## src/rtl/uart_rx_sched_if.sv

```systemverilog
// Read-side bus of the UART receive FIFO: show-ahead data, status flags and pop strobe.
interface uart_rx_sched_if;
   logic       rd_en;
   logic [7:0] rd_data;
   logic       empty;
   logic       full;
   logic [2:0] count;

   modport master (output rd_en, input rd_data, empty, full, count);
   modport slave  (input rd_en, output rd_data, empty, full, count);
endinterface

```

## src/rtl/uart_rx_sched.sv

```systemverilog
// UART receiver (8N1, mid-bit sampling) feeding a 4-entry show-ahead FIFO with
// frame-error pulse and sticky overrun flag.
module uart_rx_sched #(
   parameter int unsigned CLKS_PER_BIT = 16,
   parameter int unsigned FIFO_DEPTH   = 4
) (
   input  logic           clock,
   input  logic           reset,
   input  logic           enable,
   input  logic           serial_in,
   input  logic           clear_err,
   output logic           frame_err,
   output logic           overrun,
   output logic           busy,
   uart_rx_sched_if.slave rd
);

   localparam int unsigned CntW = $clog2(CLKS_PER_BIT);
   localparam logic [CntW-1:0] HalfLast = CntW'(CLKS_PER_BIT / 2 - 1);
   localparam logic [CntW-1:0] BitLast  = CntW'(CLKS_PER_BIT - 1);

   typedef enum logic [1:0] {StIdle, StStart, StData, StStop} state_e;

   state_e          state_q, state_d;
   logic [CntW-1:0] clk_cnt_q, clk_cnt_d;
   logic [2:0]      bit_idx_q, bit_idx_d;
   logic [7:0]      shift_q, shift_d;
   logic [1:0]      sync_q;
   logic            rx_s;
   logic            push;
   logic            frame_err_q, frame_err_d;

   logic [7:0]      mem_q [FIFO_DEPTH];
   logic [1:0]      wr_ptr_q, rd_ptr_q;
   logic [2:0]      count_q, count_d;
   logic            overrun_q;
   logic            fifo_empty, fifo_full;
   logic            do_push, do_pop, drop;

   assign rx_s = sync_q[1];

   always_ff @(posedge clock) begin
      if (reset) begin
         state_q     <= StIdle;
         clk_cnt_q   <= '0;
         bit_idx_q   <= '0;
         shift_q     <= '0;
         sync_q      <= 2'b11;
         frame_err_q <= 1'b0;
      end else begin
         state_q     <= state_d;
         clk_cnt_q   <= clk_cnt_d;
         bit_idx_q   <= bit_idx_d;
         shift_q     <= shift_d;
         sync_q      <= {sync_q[0], serial_in};
         frame_err_q <= frame_err_d;
      end
   end

   always_comb begin
      state_d   = state_q;
      clk_cnt_d = clk_cnt_q;
      bit_idx_d = bit_idx_q;
      shift_d   = shift_q;
      unique case (state_q)
         StIdle: begin
            clk_cnt_d = '0;
            bit_idx_d = '0;
            if (enable && !rx_s) begin
               state_d = StStart;
            end
         end
         StStart: begin
            clk_cnt_d = clk_cnt_q + 1'b1;
            if (clk_cnt_q == HalfLast) begin
               clk_cnt_d = '0;
               bit_idx_d = '0;
               // A line that is high again at mid-start-bit was only a glitch.
               state_d   = rx_s ? StIdle : StData;
            end
         end
         StData: begin
            clk_cnt_d = clk_cnt_q + 1'b1;
            if (clk_cnt_q == BitLast) begin
               clk_cnt_d          = '0;
               shift_d[bit_idx_q] = rx_s;
               if (bit_idx_q == 3'd7) begin
                  state_d = StStop;
               end else begin
                  bit_idx_d = bit_idx_q + 3'd1;
               end
            end
         end
         StStop: begin
            clk_cnt_d = clk_cnt_q + 1'b1;
            if (clk_cnt_q == BitLast) begin
               clk_cnt_d = '0;
               state_d   = StIdle;
            end
         end
         default: state_d = StIdle;
      endcase
      if (!enable && (state_q != StIdle)) begin
         state_d   = StIdle;
         clk_cnt_d = '0;
         bit_idx_d = '0;
      end
   end

   always_comb begin
      busy        = (state_q != StIdle);
      push        = 1'b0;
      frame_err_d = 1'b0;
      if ((state_q == StStop) && enable && (clk_cnt_q == BitLast)) begin
         push        = rx_s;
         frame_err_d = !rx_s;
      end
   end

   assign frame_err = frame_err_q;

   assign fifo_empty = (count_q == 3'd0);
   assign fifo_full  = (count_q == 3'(FIFO_DEPTH));
   assign do_pop     = rd.rd_en && !fifo_empty;
   // At full a simultaneous pop frees the slot the new byte lands in.
   assign do_push    = push && (!fifo_full || do_pop);
   assign drop       = push && fifo_full && !do_pop;

   always_comb begin
      count_d = count_q;
      if (do_push && !do_pop) begin
         count_d = count_q + 3'd1;
      end else if (do_pop && !do_push) begin
         count_d = count_q - 3'd1;
      end
   end

   always_ff @(posedge clock) begin
      if (reset) begin
         for (int unsigned i = 0; i < FIFO_DEPTH; i++) begin
            mem_q[i] <= '0;
         end
         wr_ptr_q  <= '0;
         rd_ptr_q  <= '0;
         count_q   <= '0;
         overrun_q <= 1'b0;
      end else begin
         if (do_push) begin
            mem_q[wr_ptr_q] <= shift_q;
            wr_ptr_q        <= wr_ptr_q + 2'd1;
         end
         if (do_pop) begin
            rd_ptr_q <= rd_ptr_q + 2'd1;
         end
         count_q <= count_d;
         if (drop) begin
            overrun_q <= 1'b1;
         end else if (clear_err) begin
            overrun_q <= 1'b0;
         end
      end
   end

   assign overrun    = overrun_q;
   assign rd.empty   = fifo_empty;
   assign rd.full    = fifo_full;
   assign rd.count   = count_q;
   assign rd.rd_data = fifo_empty ? 8'h00 : mem_q[rd_ptr_q];

endmodule

```

## src/flat_wrapper.sv

```systemverilog
// flat-port wrapper written by rule: the top's interface ports become plain ports
module uart_rx_sched_flat 
#(
   parameter int unsigned CLKS_PER_BIT = 16,
   parameter int unsigned FIFO_DEPTH   = 4
)
  (clock, reset, enable, serial_in, clear_err, frame_err, overrun, busy, rd_rd_en, rd_rd_data, rd_empty, rd_full, rd_count);
  uart_rx_sched_if rd_i ();
  input  logic clock;
  input  logic reset;
  input  logic enable;
  input  logic serial_in;
  input  logic clear_err;
  output logic frame_err;
  output logic overrun;
  output logic busy;
  input wire logic [$bits(rd_i.rd_en)-1:0] rd_rd_en;
  output wire logic [$bits(rd_i.rd_data)-1:0] rd_rd_data;
  output wire logic [$bits(rd_i.empty)-1:0] rd_empty;
  output wire logic [$bits(rd_i.full)-1:0] rd_full;
  output wire logic [$bits(rd_i.count)-1:0] rd_count;
  assign rd_i.rd_en = rd_rd_en;
  assign rd_rd_data = rd_i.rd_data;
  assign rd_empty = rd_i.empty;
  assign rd_full = rd_i.full;
  assign rd_count = rd_i.count;
  uart_rx_sched #(.CLKS_PER_BIT(CLKS_PER_BIT), .FIFO_DEPTH(FIFO_DEPTH)) u_core (.clock(clock), .reset(reset), .enable(enable), .serial_in(serial_in), .clear_err(clear_err), .frame_err(frame_err), .overrun(overrun), .busy(busy), .rd(rd_i));
endmodule
```

## config.mk

```make
export PLATFORM = sky130hd
export DESIGN_NAME = uart_rx_sched_flat
export DESIGN_NICKNAME = d
export VERILOG_FILES = /design/src/rtl/uart_rx_sched_if.sv /design/src/rtl/uart_rx_sched.sv /design/src/flat_wrapper.sv
export SDC_FILE = /design/constraint.sdc
export NUM_CORES = 1
export LEC_CHECK = 0
export ABC_AREA = 1
export BUFFER_PORTS_ARGS = -buffer_cell sky130_fd_sc_hd__buf_2
export CAP_MARGIN = 20
export CORE_ASPECT_RATIO = 1.1
export CORE_MARGIN = 4
export CORE_UTILIZATION = 50
export CTS_CLUSTER_SIZE = 14
export DETAILED_ROUTE_END_ITERATION = 12
export PLACE_DENSITY = 0.68
export SLEW_MARGIN = 20
export SYNTH_ARGS = -nofsm -noshare
export SYNTH_HDL_FRONTEND = slang
export SYNTH_SLANG_ARGS = --single-unit
```

## constraint.sdc

```tcl
create_clock -name clock -period 2.9 [get_ports clock]
set_input_delay 0 -clock clock [delete_from_list [all_inputs] [get_ports clock]]
set_output_delay 0 -clock clock [all_outputs]
set_load 0.01 [all_outputs]
```

# After elaboration in Yosys (flattened, before gate mapping)
# Memories as Yosys holds them, arrays and structs flattened. A register that Yosys moved wholly into a read port is not among the register bits.
# Cells that the tools add are included.
# W data, S select, Z words.
[word_totals]
ff_bits = 28
latch_bits = 0
ram_bits = 32
romBits = 0
inputBits = 6
output_inout_bits = 16
wordCells = 97
mem_count = 1
[op_classes]
n_addsub = 6
n_mul = 0
n_div = 0
magnitude_cmp = 2
eq_ne = 13
shift = 0
muxes = 33
bitwise = 1
n_reduce_logical = 31
[mem_list]
columns = ["name", "words", "width", "read_ports", "rd_ports_with_merged_regs", "write_ports", "line_no", "text"]
rows = [
  ["u_core.mem_q", 4, 8, 1, 1, 4, "uart_rx_sched.sv:33", "logic [7:0] mem_q [FIFO_DEPTH];"],
]
[op_table]
columns = ["cell", "count"]
rows = [
  ["$mux W2", 9],
  ["$mux W8", 2],
  ["$mux W3", 5],
  ["$pmux W4 S3", 1],
  ["$logic_and A1 B1 Y1", 11],
  ["$mux W1", 10],
  ["$ne A2 B1 Y1 const B", 5],
  ["$pmux W3 S3", 1],
  ["$bwmux W8", 1],
  ["$mux W4", 2],
  ["$pmux W2 S4", 1],
  ["$reduce_or A8 Y1", 1],
  ["$add A3 B1 Y3 const B", 2],
  ["$eq A3 B3 Y1 const B", 2],
  ["$logic_not A1 Y1", 6],
  ["$reduce_bool A2 Y1", 3],
  ["$reduce_or A2 Y1", 3],
  ["$reduce_and A5 Y1", 1],
  ["$add A2 B1 Y2 const B", 2],
  ["$add A4 B1 Y4 const B", 1],
  ["$eq A2 B2 Y1 const B", 2],
  ["$eq A4 B3 Y1 const B", 1],
  ["$eq A4 B4 Y1 const B", 1],
  ["$lt A3 B4 Y1 const B", 1],
  ["other kinds (12)", 12],
]

# Depth between registers and ports, before layout
[logic_depth]
word_depth = 10
depth_mapped = 12
mapped_depth_nobuf = 12

# Least setup slack after synthesis
# OpenSTA, ideal clock, no wires.
[synth_timing]
kind = "reg-to-reg"
from = "reg u_core.clk_cnt_q[0]"
to = "reg u_core.count_q[2] (netlist: u_core.rd.count[2])"
setup_time_ns = 0.122
t_arrival_ns = 1.973
required_time_ns = 2.778
setup_slack_ns = 0.805
path_stages_with_launch = 13
n_path_buf = 0
synth_period_minus_slack_ns = 2.095
path_cell_list = "dfxtp_1 > ha_1 > nand2_2 > nor2_4 > nand4_2 > nor2_4 > ha_1 > inv_1 > fa_1 > a21oi_1 > o21ai_0 > o21ai_0 > a21oi_1"
[synth_via]
elab_chain_len = 7
word_cells_on_any_way = 9
cone_classes = "eq/ne: 1; mux: 2; reduce/logical: 6"
[synth_rtl]
columns = ["item", "line_no", "text"]
rows = [
  ["start: declaration", "uart_rx_sched.sv:25", "logic [CntW-1:0] clk_cnt_q, clk_cnt_d;"],
  ["start signal: assignment", "uart_rx_sched.sv:52", "clk_cnt_q <= clk_cnt_d;"],
  ["$eq A4 B4 Y1 *", "uart_rx_sched.sv:114", "if ((state_q == StStop) && enable && (clk_cnt_q == BitLast)) begin"],
  ["$logic_and A1 B1 Y1 *", "uart_rx_sched.sv:114", ""],
  ["$mux W1 *", "uart_rx_sched.sv:114", ""],
  ["$logic_and A1 B1 Y1 *", "uart_rx_sched.sv:126", "assign do_push = push && (!fifo_full || do_pop);"],
  ["via u_core.do_push", "uart_rx_sched.sv:38", "logic do_push, do_pop, drop;"],
  ["$logic_not A1 Y1", "uart_rx_sched.sv:133", "end else if (do_pop && !do_push) begin"],
  ["$logic_and A1 B1 Y1", "uart_rx_sched.sv:133", ""],
  ["$reduce_bool A2 Y1 (no source line)", "n/a", ""],
  ["end signal: assignment", "uart_rx_sched.sv:155", "count_q <= count_d;"],
  ["end: declaration", "uart_rx_sched.sv:35", "logic [2:0] count_q, count_d;"],
]
# The timed path passes the listed nets; every way through them passes the cells marked *.
# A chain may end at the register's enable or synchronous reset.

# Worst setup path in the final report
# Same ends and word-level chain as after synthesis.

==> out/qor.yml <==
logic_synthesis:
  syn_area_mm2: 0.00290
  synth-async-reset-ratio: 0
  postSynthCellCount: 329
  synth_edf_count: 32
  ys_seq_elements: 62
  synth_cell_types: 27
  synthTopCellsByArea: "edfxtp_1 (33%), dfxtp_1 (21%), nor2_1 (9.2%)"
  synth_top_area_frac: 0.332
  synthesis.nets: 340
  synth_seq_area_share: 0.539
  synthTopCellsByCount: "nor2_1 (71), inv_1 (34), nand2_1 (33), o21ai_0 (33), edfxtp_1 (32)"
  synth_flop_cell: "edfxtp_1"
  syn_avg_cell_area_um2: 8.80
  yosysWarningCount: 0
  synth_most_common_cell: "nor2_1"
  yosys.area.top_type: "edfxtp_1"
cts:
  ctsRootBufferMaster: "clkbuf_8"
  cts_tree: "done"
  insertion_delay_ns: 0.33
  cts.sink_count: 62
  post_cts_buffers: 0
  clockBufferDepth: 2
  path_clk_slew_ns: 0.07
  cts_buffers: 9
  h-tree-depth: 3
worst_hold_path:
  hp-class: "in -> reg"
pwr:
  p_leak_uw: 0.00124
  powerDensity_mw_per_mm2: 701
  peakVddDrop_uv: 388
detailed_routing:
  routed_via_density: 5.08
  num_vias: 2229
  drc: 0
  ant_nets: 0
  routed_wl_um: 5740
  dr.pass1.iters: 4
  wl_per_cell_um: 13.1
  drtIter0Drc: 119
placement:
  port_buffers: 21
  dp_hpwl_um: 4040
  gp_congestion: 0.891
sta:
  hold_violations: 0
  finalSetupViolCount: 0
  slew_headroom: 0.582
  tightest_slew_ns: 0.627
  finalClockSkew_ns: 0.00938
  fin_tns_setup_ns: 0
  holdWs_ns: 0.106
  rsz0062_at_grt: "no"
  min_period_over_period: 0.792
  finalCriticalPeriod_ns: 2.30
  max_freq_mhz: 436
  slew_viol_final: 0
cells_and_area:
  nets: 370
  n_antenna_cell: 0
  drive_above_1_share: 0.176
  fin_util: 0.598
  areaGrowthSynthToFinish_pct: 13.5
global_routing:
  gr-total-overflow: 0
  grt_pass1_vias: 2127
  antenna_found_initial: 0
  grtUsageTotal: 0.186
  grt_max_degree: 27
  busiest_layer: "met2"
  grtUsageMet1: 0.206
  met3_usage: 0.0535
  grt_pass1_wl_um: 9850
  met2_usage: 0.334
die:
  start_util: 0.527
  die_h_um: 87.8
  die_width_um: 80.6
  placementRows: 28
  io_pins: 22
  die_area_mm2: 0.00708
  core-area_mm2: 0.00550
critical_path:
  endpoint_kind: "register"
  cp.required_ns: 3.11
  arrival_ns: 2.51
  critPathLaunchType: "register"
  path_class: "reg -> reg"
  cp_max_fo: 5
flow_run:
  cap_violations: 0
run_status:
  status: "finished clean"
==> cell families after synthesis <==
logic type | count (synthesis) | share of synthesized area
flops | 62 | 0.539
xor+xnor | 2 | 0.00605
simple gates | 150 | 0.254
fa+ha+maj | 5 | 0.0242
compound gates | 61 | 0.105
buf+inv | 49 | 0.0708
==> path summary, 6_finish.rpt <==
| kind | from | to | slack [ns] | cells after the start |
|---|---|---|---|---|
| setup / recovery | u_core.clk_cnt_q[0]$_SDFF_PP0_ | u_core.rd.count[2]$_SDFFE_PP0P_ | 0.60 | 12 |
| hold / removal | rd_rd_en | register | 0.11 | 4 |
| setup reg to reg | u_core.clk_cnt_q[0]$_SDFF_PP0_ | u_core.rd.count[2]$_SDFFE_PP0P_ | 0.60 | 12 |
| hold reg to reg | u_core.sync_q[0]$_SDFF_PP1_ | u_core.sync_q[1]$_SDFF_PP1_ | 0.41 | 1 |
==> where the power goes <==
part / leakage [uW] / switching (uW) / internal [uW] / total, uW
Sequential: 0.000547 / 90.8 / 983 / 1070
Clock: 0.0000921 / 316 / 352 / 669
Combinational: 0.000602 / 352 / 210 / 562
Total: 0.00124 / 759 / 1550 / 2300
==> cell usage in the layout (no fill, tap or decap) <==
master / instances
nand2_1: 33
inv_2: 3
o21ai_1: 1
buf_4: 3
nor3_4: 1
buf_2: 21
nor3_1: 9
nor3b_1: 1
fa_1: 1
a21oi_1: 27
clkinv_1: 2
clkinvlp_4: 1
dlygate4sd3_1: 5
clkinv_2: 3
nand3_1: 14
xor2_1: 2
nand2_4: 1
ha_1: 4
nand2_2: 1
clkbuf_8: 11
o21ai_0: 33
or2_2: 2
clkbuf_1: 1
edfxtp_1: 32
nor3_2: 13
dfxtp_1: 30
inv_1: 34
nor2_4: 2
nor2_1: 71
nand4_2: 2
==> per-stage QoR <==
stage	cells	instance area [um^2]	total power, uW	worst slack, ns
floorplan	329	2900	1450	0.805
global placement	418	3060	1650	0.676
detailed placement	418	3060	1660	0.626
CTS	439	3290	2330	0.611
global route	439	3290	2470	0.330
finish	439	3290	2300	0.604
==> final cells by class <==
cell class / count / area, um^2
Fill cell: 501 / 2210
Tap cell: 75 / 93.8
Multi-Input combinational cell: 218 / 1130
Inverter: 39 / 146
Clock buffer: 12 / 155
Timing Repair Buffer: 29 / 178
Sequential cell: 62 / 1560
Clock inverter: 4 / 22.5
==> worst max-delay path: stages, from the launching register on <==
cell and delay (ns):
dfxtp_1 0.35, ha_1 0.23, nand2_2 0.09, nor2_4 0.14, nand4_2 0.12, nor2_4 0.17
ha_1 0.16, inv_1 0.06, fa_1 0.38, a21oi_1 0.14, o21ai_0 0.11, o21ai_0 0.17
a21oi_1 0.05
==> routing by layer <==
| layer | vias up | routed length (um) |
|---|---|---|
| met5 | - | 0 |
| met4 | 0 | 83 |
| met3 | 8 | 162 |
| met2 | 31 | 3030 |
| met1 | 1038 | 2470 |
| li1 | 1152 | - |
==> timing repair <==
| item | in CTS | in global routing |
|---|---|---|
| hold buffers | 5 | 0 |
| gates resized for setup | 0 | 0 |
| endpoints found under the hold margin | 9 | 0 |
==> state kept, by name (all words and copies together), names as in the netlist, 2 cells and up, named ones only <==
register          count
u_core.rd.count       3
u_core.wr_ptr_q       2
u_core.rd_ptr_q       2
u_core.bit_idx_q      3
u_core.shift_q        8
u_core.mem_q         32
u_core.sync_q         2
u_core.clk_cnt_q      4
Power figures use the tool's default switching activity.
